## config.mk

```make
export PLATFORM = sky130hd
export DESIGN_NAME = axi_lite_arbiter_flat
export DESIGN_NICKNAME = d
export VERILOG_FILES = /design/src/rtl/axi_lite_arbiter_pkg.sv /design/src/rtl/axi_lite_arbiter_if.sv /design/src/rtl/rr_pick2.sv /design/src/rtl/axi_lite_arbiter.sv /design/src/flat_wrapper.sv
export SDC_FILE = /design/constraint.sdc
export NUM_CORES = 1
export LEC_CHECK = 0
export ABC_AREA = 1
export CORE_AREA = 5 5 167 169
export DETAILED_ROUTE_END_ITERATION = 10
export DIE_AREA = 0 0 172 174
export GPL_TIMING_DRIVEN = 0
export PLACE_DENSITY_LB_ADDON = 0.05
export SLEW_MARGIN = 0
export SYNTH_ARGS = -nofsm -noshare
export SYNTH_HDL_FRONTEND = slang
export SYNTH_SLANG_ARGS = --single-unit
```

## constraint.sdc

```tcl
create_clock -name clk -period 1.72 [get_ports clk]
set_clock_uncertainty 0.15 [all_clocks]
set_input_delay 0.258 -clock clk [delete_from_list [all_inputs] [get_ports clk]]
set_output_delay 0.258 -clock clk [all_outputs]
set_load 0.03 [all_outputs]
```

## src/rtl/axi_lite_arbiter_pkg.sv

```systemverilog
// axi_lite_arbiter_pkg: shared state encoding and AXI response codes for the IFU/LSU memory arbiter
package axi_lite_arbiter_pkg;

    typedef enum logic [1:0] {
        IDLE      = 2'd0,
        GNT_IFU_R = 2'd1,
        GNT_LSU_R = 2'd2,
        GNT_LSU_W = 2'd3
    } state_t;

    localparam logic [1:0] OKAY   = 2'b00;
    localparam logic [1:0] SLVERR = 2'b10;

endpackage

```

## src/rtl/axi_lite_arbiter_if.sv

```systemverilog
// axi_lite_arbiter_if: one AXI4-lite port; master drives requests, slave drives responses
interface axi_lite_arbiter_if #(
    parameter int ADDR_W = 32,
    parameter int DATA_W = 32
);
    logic [ADDR_W-1:0]   araddr;
    logic                arvalid;
    logic                arready;
    logic [DATA_W-1:0]   rdata;
    logic [1:0]          rresp;
    logic                rvalid;
    logic                rready;
    logic [ADDR_W-1:0]   awaddr;
    logic                awvalid;
    logic                awready;
    logic [DATA_W-1:0]   wdata;
    logic [DATA_W/8-1:0] wstrb;
    logic                wvalid;
    logic                wready;
    logic [1:0]          bresp;
    logic                bvalid;
    logic                bready;

    modport master (
        output araddr, arvalid, rready, awaddr, awvalid, wdata, wstrb, wvalid, bready,
        input  arready, rdata, rresp, rvalid, awready, wready, bresp, bvalid
    );

    modport slave (
        input  araddr, arvalid, rready, awaddr, awvalid, wdata, wstrb, wvalid, bready,
        output arready, rdata, rresp, rvalid, awready, wready, bresp, bvalid
    );

endinterface

```

## src/rtl/rr_pick2.sv

```systemverilog
// rr_pick2: two-requester round-robin picker; on a tie the requester not granted last wins
module rr_pick2 (
    input  logic [1:0] req,
    input  logic       last_gnt,
    output logic [1:0] gnt
);

    assign gnt[0] = req[0] & (~req[1] | last_gnt);
    assign gnt[1] = req[1] & (~req[0] | ~last_gnt);

endmodule

```

## src/rtl/axi_lite_arbiter.sv

```systemverilog
// axi_lite_arbiter: shares one AXI4-lite memory slave between IFU (read) and LSU (read/write), one whole transaction per grant
module axi_lite_arbiter
    import axi_lite_arbiter_pkg::*;
(
    input  logic                 clk,
    input  logic                 rst,
    axi_lite_arbiter_if.slave    ifu,
    axi_lite_arbiter_if.slave    lsu,
    axi_lite_arbiter_if.master   slv
);

    state_t     state, state_nxt;
    logic       last_gnt, last_gnt_nxt;
    logic [1:0] gnt;
    logic       lsu_rreq, lsu_wreq, ifu_r, lsu_r, lsu_w;

    assign lsu_rreq = lsu.arvalid;
    assign lsu_wreq = lsu.awvalid | lsu.wvalid;
    assign ifu_r    = state == GNT_IFU_R;
    assign lsu_r    = state == GNT_LSU_R;
    assign lsu_w    = state == GNT_LSU_W;

    rr_pick2 u_pick (
        .req      ({lsu_rreq | lsu_wreq, ifu.arvalid}),
        .last_gnt (last_gnt),
        .gnt      (gnt)
    );

    // grant state and round-robin history; reset drops any in-flight grant at once
    always_ff @(posedge clk or negedge rst) begin
        if (!rst) begin
            state    <= IDLE;
            last_gnt <= 1'b0;
        end else begin
            state    <= state_nxt;
            last_gnt <= last_gnt_nxt;
        end
    end

    // arbitrate only from IDLE, then hold the grant until the response handshake
    always_comb begin
        state_nxt    = state;
        last_gnt_nxt = last_gnt;
        case (state)
            IDLE: begin
                if (gnt[1]) begin
                    state_nxt    = lsu_rreq ? GNT_LSU_R : GNT_LSU_W;
                    last_gnt_nxt = 1'b1;
                end else if (gnt[0]) begin
                    state_nxt    = GNT_IFU_R;
                    last_gnt_nxt = 1'b0;
                end
            end
            GNT_IFU_R, GNT_LSU_R: state_nxt = (slv.rvalid && slv.rready) ? IDLE : state;
            GNT_LSU_W:            state_nxt = (slv.bvalid && slv.bready) ? IDLE : state;
            default:              state_nxt = IDLE;
        endcase
    end

    assign slv.araddr  = ifu_r ? ifu.araddr : (lsu_r ? lsu.araddr : '0);
    assign slv.arvalid = (ifu_r & ifu.arvalid) | (lsu_r & lsu.arvalid);
    assign slv.rready  = (ifu_r & ifu.rready) | (lsu_r & lsu.rready);
    assign slv.awaddr  = lsu_w ? lsu.awaddr : '0;
    assign slv.awvalid = lsu_w & lsu.awvalid;
    assign slv.wdata   = lsu_w ? lsu.wdata : '0;
    assign slv.wstrb   = lsu_w ? lsu.wstrb : '0;
    assign slv.wvalid  = lsu_w & lsu.wvalid;
    assign slv.bready  = lsu_w & lsu.bready;

    assign ifu.arready = ifu_r & slv.arready;
    assign ifu.rvalid  = ifu_r & slv.rvalid;
    assign ifu.rdata   = ifu_r ? slv.rdata : '0;
    assign ifu.rresp   = ifu_r ? slv.rresp : '0;
    assign ifu.awready = 1'b0;
    assign ifu.wready  = 1'b0;
    assign ifu.bvalid  = 1'b0;
    assign ifu.bresp   = '0;

    assign lsu.arready = lsu_r & slv.arready;
    assign lsu.rvalid  = lsu_r & slv.rvalid;
    assign lsu.rdata   = lsu_r ? slv.rdata : '0;
    assign lsu.rresp   = lsu_r ? slv.rresp : '0;
    assign lsu.awready = lsu_w & slv.awready;
    assign lsu.wready  = lsu_w & slv.wready;
    assign lsu.bvalid  = lsu_w & slv.bvalid;
    assign lsu.bresp   = lsu_w ? slv.bresp : '0;

endmodule

```

## src/flat_wrapper.sv

```systemverilog
// flat-port wrapper written by rule: the top's interface ports become plain ports
module axi_lite_arbiter_flat import axi_lite_arbiter_pkg::*;
  (clk, rst, ifu_araddr, ifu_arvalid, ifu_rready, ifu_awaddr, ifu_awvalid, ifu_wdata, ifu_wstrb, ifu_wvalid, ifu_bready, ifu_arready, ifu_rdata, ifu_rresp, ifu_rvalid, ifu_awready, ifu_wready, ifu_bresp, ifu_bvalid, lsu_araddr, lsu_arvalid, lsu_rready, lsu_awaddr, lsu_awvalid, lsu_wdata, lsu_wstrb, lsu_wvalid, lsu_bready, lsu_arready, lsu_rdata, lsu_rresp, lsu_rvalid, lsu_awready, lsu_wready, lsu_bresp, lsu_bvalid, slv_araddr, slv_arvalid, slv_rready, slv_awaddr, slv_awvalid, slv_wdata, slv_wstrb, slv_wvalid, slv_bready, slv_arready, slv_rdata, slv_rresp, slv_rvalid, slv_awready, slv_wready, slv_bresp, slv_bvalid);
  axi_lite_arbiter_if ifu_i ();
  axi_lite_arbiter_if lsu_i ();
  axi_lite_arbiter_if slv_i ();
  input  logic clk;
  input  logic rst;
  input wire logic [$bits(ifu_i.araddr)-1:0] ifu_araddr;
  input wire logic [$bits(ifu_i.arvalid)-1:0] ifu_arvalid;
  input wire logic [$bits(ifu_i.rready)-1:0] ifu_rready;
  input wire logic [$bits(ifu_i.awaddr)-1:0] ifu_awaddr;
  input wire logic [$bits(ifu_i.awvalid)-1:0] ifu_awvalid;
  input wire logic [$bits(ifu_i.wdata)-1:0] ifu_wdata;
  input wire logic [$bits(ifu_i.wstrb)-1:0] ifu_wstrb;
  input wire logic [$bits(ifu_i.wvalid)-1:0] ifu_wvalid;
  input wire logic [$bits(ifu_i.bready)-1:0] ifu_bready;
  output wire logic [$bits(ifu_i.arready)-1:0] ifu_arready;
  output wire logic [$bits(ifu_i.rdata)-1:0] ifu_rdata;
  output wire logic [$bits(ifu_i.rresp)-1:0] ifu_rresp;
  output wire logic [$bits(ifu_i.rvalid)-1:0] ifu_rvalid;
  output wire logic [$bits(ifu_i.awready)-1:0] ifu_awready;
  output wire logic [$bits(ifu_i.wready)-1:0] ifu_wready;
  output wire logic [$bits(ifu_i.bresp)-1:0] ifu_bresp;
  output wire logic [$bits(ifu_i.bvalid)-1:0] ifu_bvalid;
  input wire logic [$bits(lsu_i.araddr)-1:0] lsu_araddr;
  input wire logic [$bits(lsu_i.arvalid)-1:0] lsu_arvalid;
  input wire logic [$bits(lsu_i.rready)-1:0] lsu_rready;
  input wire logic [$bits(lsu_i.awaddr)-1:0] lsu_awaddr;
  input wire logic [$bits(lsu_i.awvalid)-1:0] lsu_awvalid;
  input wire logic [$bits(lsu_i.wdata)-1:0] lsu_wdata;
  input wire logic [$bits(lsu_i.wstrb)-1:0] lsu_wstrb;
  input wire logic [$bits(lsu_i.wvalid)-1:0] lsu_wvalid;
  input wire logic [$bits(lsu_i.bready)-1:0] lsu_bready;
  output wire logic [$bits(lsu_i.arready)-1:0] lsu_arready;
  output wire logic [$bits(lsu_i.rdata)-1:0] lsu_rdata;
  output wire logic [$bits(lsu_i.rresp)-1:0] lsu_rresp;
  output wire logic [$bits(lsu_i.rvalid)-1:0] lsu_rvalid;
  output wire logic [$bits(lsu_i.awready)-1:0] lsu_awready;
  output wire logic [$bits(lsu_i.wready)-1:0] lsu_wready;
  output wire logic [$bits(lsu_i.bresp)-1:0] lsu_bresp;
  output wire logic [$bits(lsu_i.bvalid)-1:0] lsu_bvalid;
  output wire logic [$bits(slv_i.araddr)-1:0] slv_araddr;
  output wire logic [$bits(slv_i.arvalid)-1:0] slv_arvalid;
  output wire logic [$bits(slv_i.rready)-1:0] slv_rready;
  output wire logic [$bits(slv_i.awaddr)-1:0] slv_awaddr;
  output wire logic [$bits(slv_i.awvalid)-1:0] slv_awvalid;
  output wire logic [$bits(slv_i.wdata)-1:0] slv_wdata;
  output wire logic [$bits(slv_i.wstrb)-1:0] slv_wstrb;
  output wire logic [$bits(slv_i.wvalid)-1:0] slv_wvalid;
  output wire logic [$bits(slv_i.bready)-1:0] slv_bready;
  input wire logic [$bits(slv_i.arready)-1:0] slv_arready;
  input wire logic [$bits(slv_i.rdata)-1:0] slv_rdata;
  input wire logic [$bits(slv_i.rresp)-1:0] slv_rresp;
  input wire logic [$bits(slv_i.rvalid)-1:0] slv_rvalid;
  input wire logic [$bits(slv_i.awready)-1:0] slv_awready;
  input wire logic [$bits(slv_i.wready)-1:0] slv_wready;
  input wire logic [$bits(slv_i.bresp)-1:0] slv_bresp;
  input wire logic [$bits(slv_i.bvalid)-1:0] slv_bvalid;
  assign ifu_i.araddr = ifu_araddr;
  assign ifu_i.arvalid = ifu_arvalid;
  assign ifu_i.rready = ifu_rready;
  assign ifu_i.awaddr = ifu_awaddr;
  assign ifu_i.awvalid = ifu_awvalid;
  assign ifu_i.wdata = ifu_wdata;
  assign ifu_i.wstrb = ifu_wstrb;
  assign ifu_i.wvalid = ifu_wvalid;
  assign ifu_i.bready = ifu_bready;
  assign ifu_arready = ifu_i.arready;
  assign ifu_rdata = ifu_i.rdata;
  assign ifu_rresp = ifu_i.rresp;
  assign ifu_rvalid = ifu_i.rvalid;
  assign ifu_awready = ifu_i.awready;
  assign ifu_wready = ifu_i.wready;
  assign ifu_bresp = ifu_i.bresp;
  assign ifu_bvalid = ifu_i.bvalid;
  assign lsu_i.araddr = lsu_araddr;
  assign lsu_i.arvalid = lsu_arvalid;
  assign lsu_i.rready = lsu_rready;
  assign lsu_i.awaddr = lsu_awaddr;
  assign lsu_i.awvalid = lsu_awvalid;
  assign lsu_i.wdata = lsu_wdata;
  assign lsu_i.wstrb = lsu_wstrb;
  assign lsu_i.wvalid = lsu_wvalid;
  assign lsu_i.bready = lsu_bready;
  assign lsu_arready = lsu_i.arready;
  assign lsu_rdata = lsu_i.rdata;
  assign lsu_rresp = lsu_i.rresp;
  assign lsu_rvalid = lsu_i.rvalid;
  assign lsu_awready = lsu_i.awready;
  assign lsu_wready = lsu_i.wready;
  assign lsu_bresp = lsu_i.bresp;
  assign lsu_bvalid = lsu_i.bvalid;
  assign slv_araddr = slv_i.araddr;
  assign slv_arvalid = slv_i.arvalid;
  assign slv_rready = slv_i.rready;
  assign slv_awaddr = slv_i.awaddr;
  assign slv_awvalid = slv_i.awvalid;
  assign slv_wdata = slv_i.wdata;
  assign slv_wstrb = slv_i.wstrb;
  assign slv_wvalid = slv_i.wvalid;
  assign slv_bready = slv_i.bready;
  assign slv_i.arready = slv_arready;
  assign slv_i.rdata = slv_rdata;
  assign slv_i.rresp = slv_rresp;
  assign slv_i.rvalid = slv_rvalid;
  assign slv_i.awready = slv_awready;
  assign slv_i.wready = slv_wready;
  assign slv_i.bresp = slv_bresp;
  assign slv_i.bvalid = slv_bvalid;
  axi_lite_arbiter u_core (.clk(clk), .rst(rst), .ifu(ifu_i), .lsu(lsu_i), .slv(slv_i));
endmodule
```

==> results of run 1 <==
## logic make-up after synthesis
family                     share of synthesized area
AOI/OAI and AO/OA                             0.0124
adders and majority gates                     0.0247
buffers and inverters                          0.398
DFF                                           0.0371
other                                        0.00185
and+or+nand+nor                                0.526
## per-layer routing
layer	vias up	GRT usage	share of wire
li1	2048	-	-
met1	1692	0.0924	0.32
met2	176	0.201	0.55
met3	16	0.0289	0.099
met4	2	0.0229	0.021
met5	-	0	0.00077
## report_power, final
group	switching [W]	leakage (nW)	internal, W
clock	0.0000633	0.0382	0.000306
combinational	0.00450	4.40	0.00382
sequential	0.0000545	0.0345	0.000110
## synthesized netlist by cell type
master	instances
buf_4	16
dfrtp_1	3
clkbuf_2	1
and2_1	1
conb_1	1
nand3_1	33
inv_2	1
buf_6	4
a21o_1	1
nor2_1	2
o21ai_0	1
inv_1	152
buf_2	12
nand3_2	1
ha_1	4
a21oi_1	1
nand4_1	2
nand2_2	3
nand2_1	225
a21boi_1	1
## worst register-to-register path: cells and delay by family (launching register included)
family / cells / cell delay, ns
flops: 1 / 0.45
simple gates: 7 / 0.44
buf+inv: 3 / 0.35
fa+ha+maj: 1 / 0.14
## registers in the layout, indices dropped and copies added (netlist names)
register	cells
u_core.last_gnt	1
u_core.state	2
## through the flow
stage / total power [W] / utilization / cell area, µm² / hold WS, ns / instances
CTS: 0.00750 / 0.237 / 6260 / 0.0739 / 1184
finish: 0.00885 / 0.283 / 7470 / 0.0712 / 1203
floorplan: 0.00367 / - / 2040 / -0.188 / 469
global placement: 0.00664 / 0.231 / 6100 / 0.309 / 1173
detailed placement: 0.00655 / 0.231 / 6100 / 0.310 / 1173
global route: 0.00939 / 0.283 / 7470 / 0.0827 / 1203
## cell type report
class / instances / area [µm²] / area share
Tap cell: 341 / 427 / 0.0571
Inverter: 153 / 587 / 0.0785
Clock buffer: 4 / 78.8 / 0.0105
Sequential cell: 3 / 77.6 / 0.0104
Timing Repair Buffer: 390 / 4200 / 0.561
Multi-Input combinational cell: 280 / 1660 / 0.222
Buffer: 31 / 443 / 0.0593
Antenna cell: 1 / 2.50 / 0.000335
## what timing repair did
| action | 4_1_cts | 5_1_grt |
|---|---|---|
| cloned | 2 | 11 |
| hold endpoints to repair | 0 | 0 |
| buffers inserted | 6 | 8 |
| pin swaps | 5 | 2 |
| endpoints found under the setup margin | 182 | 182 |
| resized for setup | 1056 | 576 |
## path summary, 6_finish.rpt
kind,to,slack (ns),start,cells after the start
setup / recovery,slv_araddr[2],-0.26,u_core.state[0],8
hold / removal,u_core.last_gnt,0.07,rst,1
setup reg to reg,u_core.state[1],0.07,u_core.state[0],11
hold reg to reg,u_core.last_gnt,0.32,u_core.last_gnt,1
max in group asynchronous,u_core.state[1],1.19,rst,1
min in group clk,u_core.last_gnt,0.32,u_core.last_gnt,1
==> out/results.ini, run 1 <==
[outcome]
status=finished with violations
violations=setup timing

[detailed_routing]
ant_nets=0
first_pass_iters=4
avgRoutedWirePerCell_um=14.1
drc_errors=0
avgViaCountPerCell=3.27
vias=3934
totalWireLength_mm=17.0
dr.first_iter.drc_count=51

[floorplan]
fp.dieW_um=172
die_h_um=174
start_util=0.0766
rows=60
core_area_um2=26400
ios=440
die_area_um2=29900

[critical_path]
crit_fanout=8
crit_family=buffers and inverters
cp_num_buf_inv=5
crit_top_cell=buf_12
critPathLaunchType=register
cp-end-kind=primary output
crit_arrival_ns=1.58
crit_slowest_cell=dfrtp_2
required_ns=1.31
slowest_delay_ns=0.44
path_cells=inv_2 > ha_4 > buf_12 > buf_12 > buf_16 > nand3_1 > nand2_2 > buf_6
worstSetupPathType=register to primary output

[sta]
fin_setup_tns_ns=-30.72
final_hold_viol_count=0
rsz0062_at_grt=yes
slew_violations=0
period_share=1.15
finalCriticalPeriod_ns=1.98
fmaxAchievable_mhz=504
setup_violations=182
worst_slack_ns=-0.264

[global_route]
grt_pass1_wl_mm=22.5
grt_antenna_before_repair=2
grt.overflow.total=0
grt_pass1_vias=3715
grt_max_degree=11
grtUsageTotal=0.0979

[cts]
cts.sinks=3
clock_path_buffers=2
root_buffer=clkbuf_16
clkLatencyLatePin_ns=0.22
cts_made_buffers=3
hold_buffers=0
cts_htree_levels=1
cts_tree=built
clk_pin_slew_ns=0.03

[logic_synthesis]
yosysUniqueCellTypes=20
synth_area_leader_cell=nand2_1
synth_top_area_frac=0.417
syn_avg_cell_area_um2=4.35
yosysSeqAreaShare=0.0371
synth-seq-cells=3
syn_area_um2=2020
synthTopCellsByArea=nand2_1 (42%), inv_1 (28%), nand3_1 (8.2%), buf_4 (5.9%), dfrtp_1 (3.7%)
syn_inst=465
yosysWarningCount=0

[layout]
fin_nets=1119
mostFrequentLayoutCells=clkdlybuf4s50_1 (181), buf_6 (155), nand2_1 (137)
final_common_cell=clkdlybuf4s50_1
area_growth_syn_to_layout_pct=269
fill_cells=2974
drive_gt1_frac=0.494

[placed_design]
dp_hpwl_mm=14.2
place_congestion=0.744
port_buffers=363
place_ws_ns=-0.730

[run]
drv_cap=0

[pwr]
power_density_nw_per_um2=1180
leakage_nw=4.48
max-vdd-ir-drop_uv=570

[worst_hold_path]
hold_class=primary input to async pin

Note: power is estimated with default switching activity, not from simulation.
==> inputs of run 2 (changes only) <==
--- a/config.mk
+++ b/config.mk
@@ -9,6 +9,7 @@
 export CORE_AREA = 5 5 167 169
 export DETAILED_ROUTE_END_ITERATION = 10
 export DIE_AREA = 0 0 172 174
+export GPL_ROUTABILITY_DRIVEN = 0
 export GPL_TIMING_DRIVEN = 0
 export PLACE_DENSITY_LB_ADDON = 0.05
 export SLEW_MARGIN = 0
==> results of run 2 <==
The final DEF is identical to that of run 1; final timing and power are the same.
==> inputs of run 3 (changes only) <==
--- a/config.mk
+++ b/config.mk
@@ -6,6 +6,7 @@
 export NUM_CORES = 1
 export LEC_CHECK = 0
 export ABC_AREA = 1
+export CAP_MARGIN = 20
 export CORE_AREA = 5 5 167 169
 export DETAILED_ROUTE_END_ITERATION = 10
 export DIE_AREA = 0 0 172 174
==> results of run 3 <==
The final DEF is identical to that of run 1; final timing and power are the same.
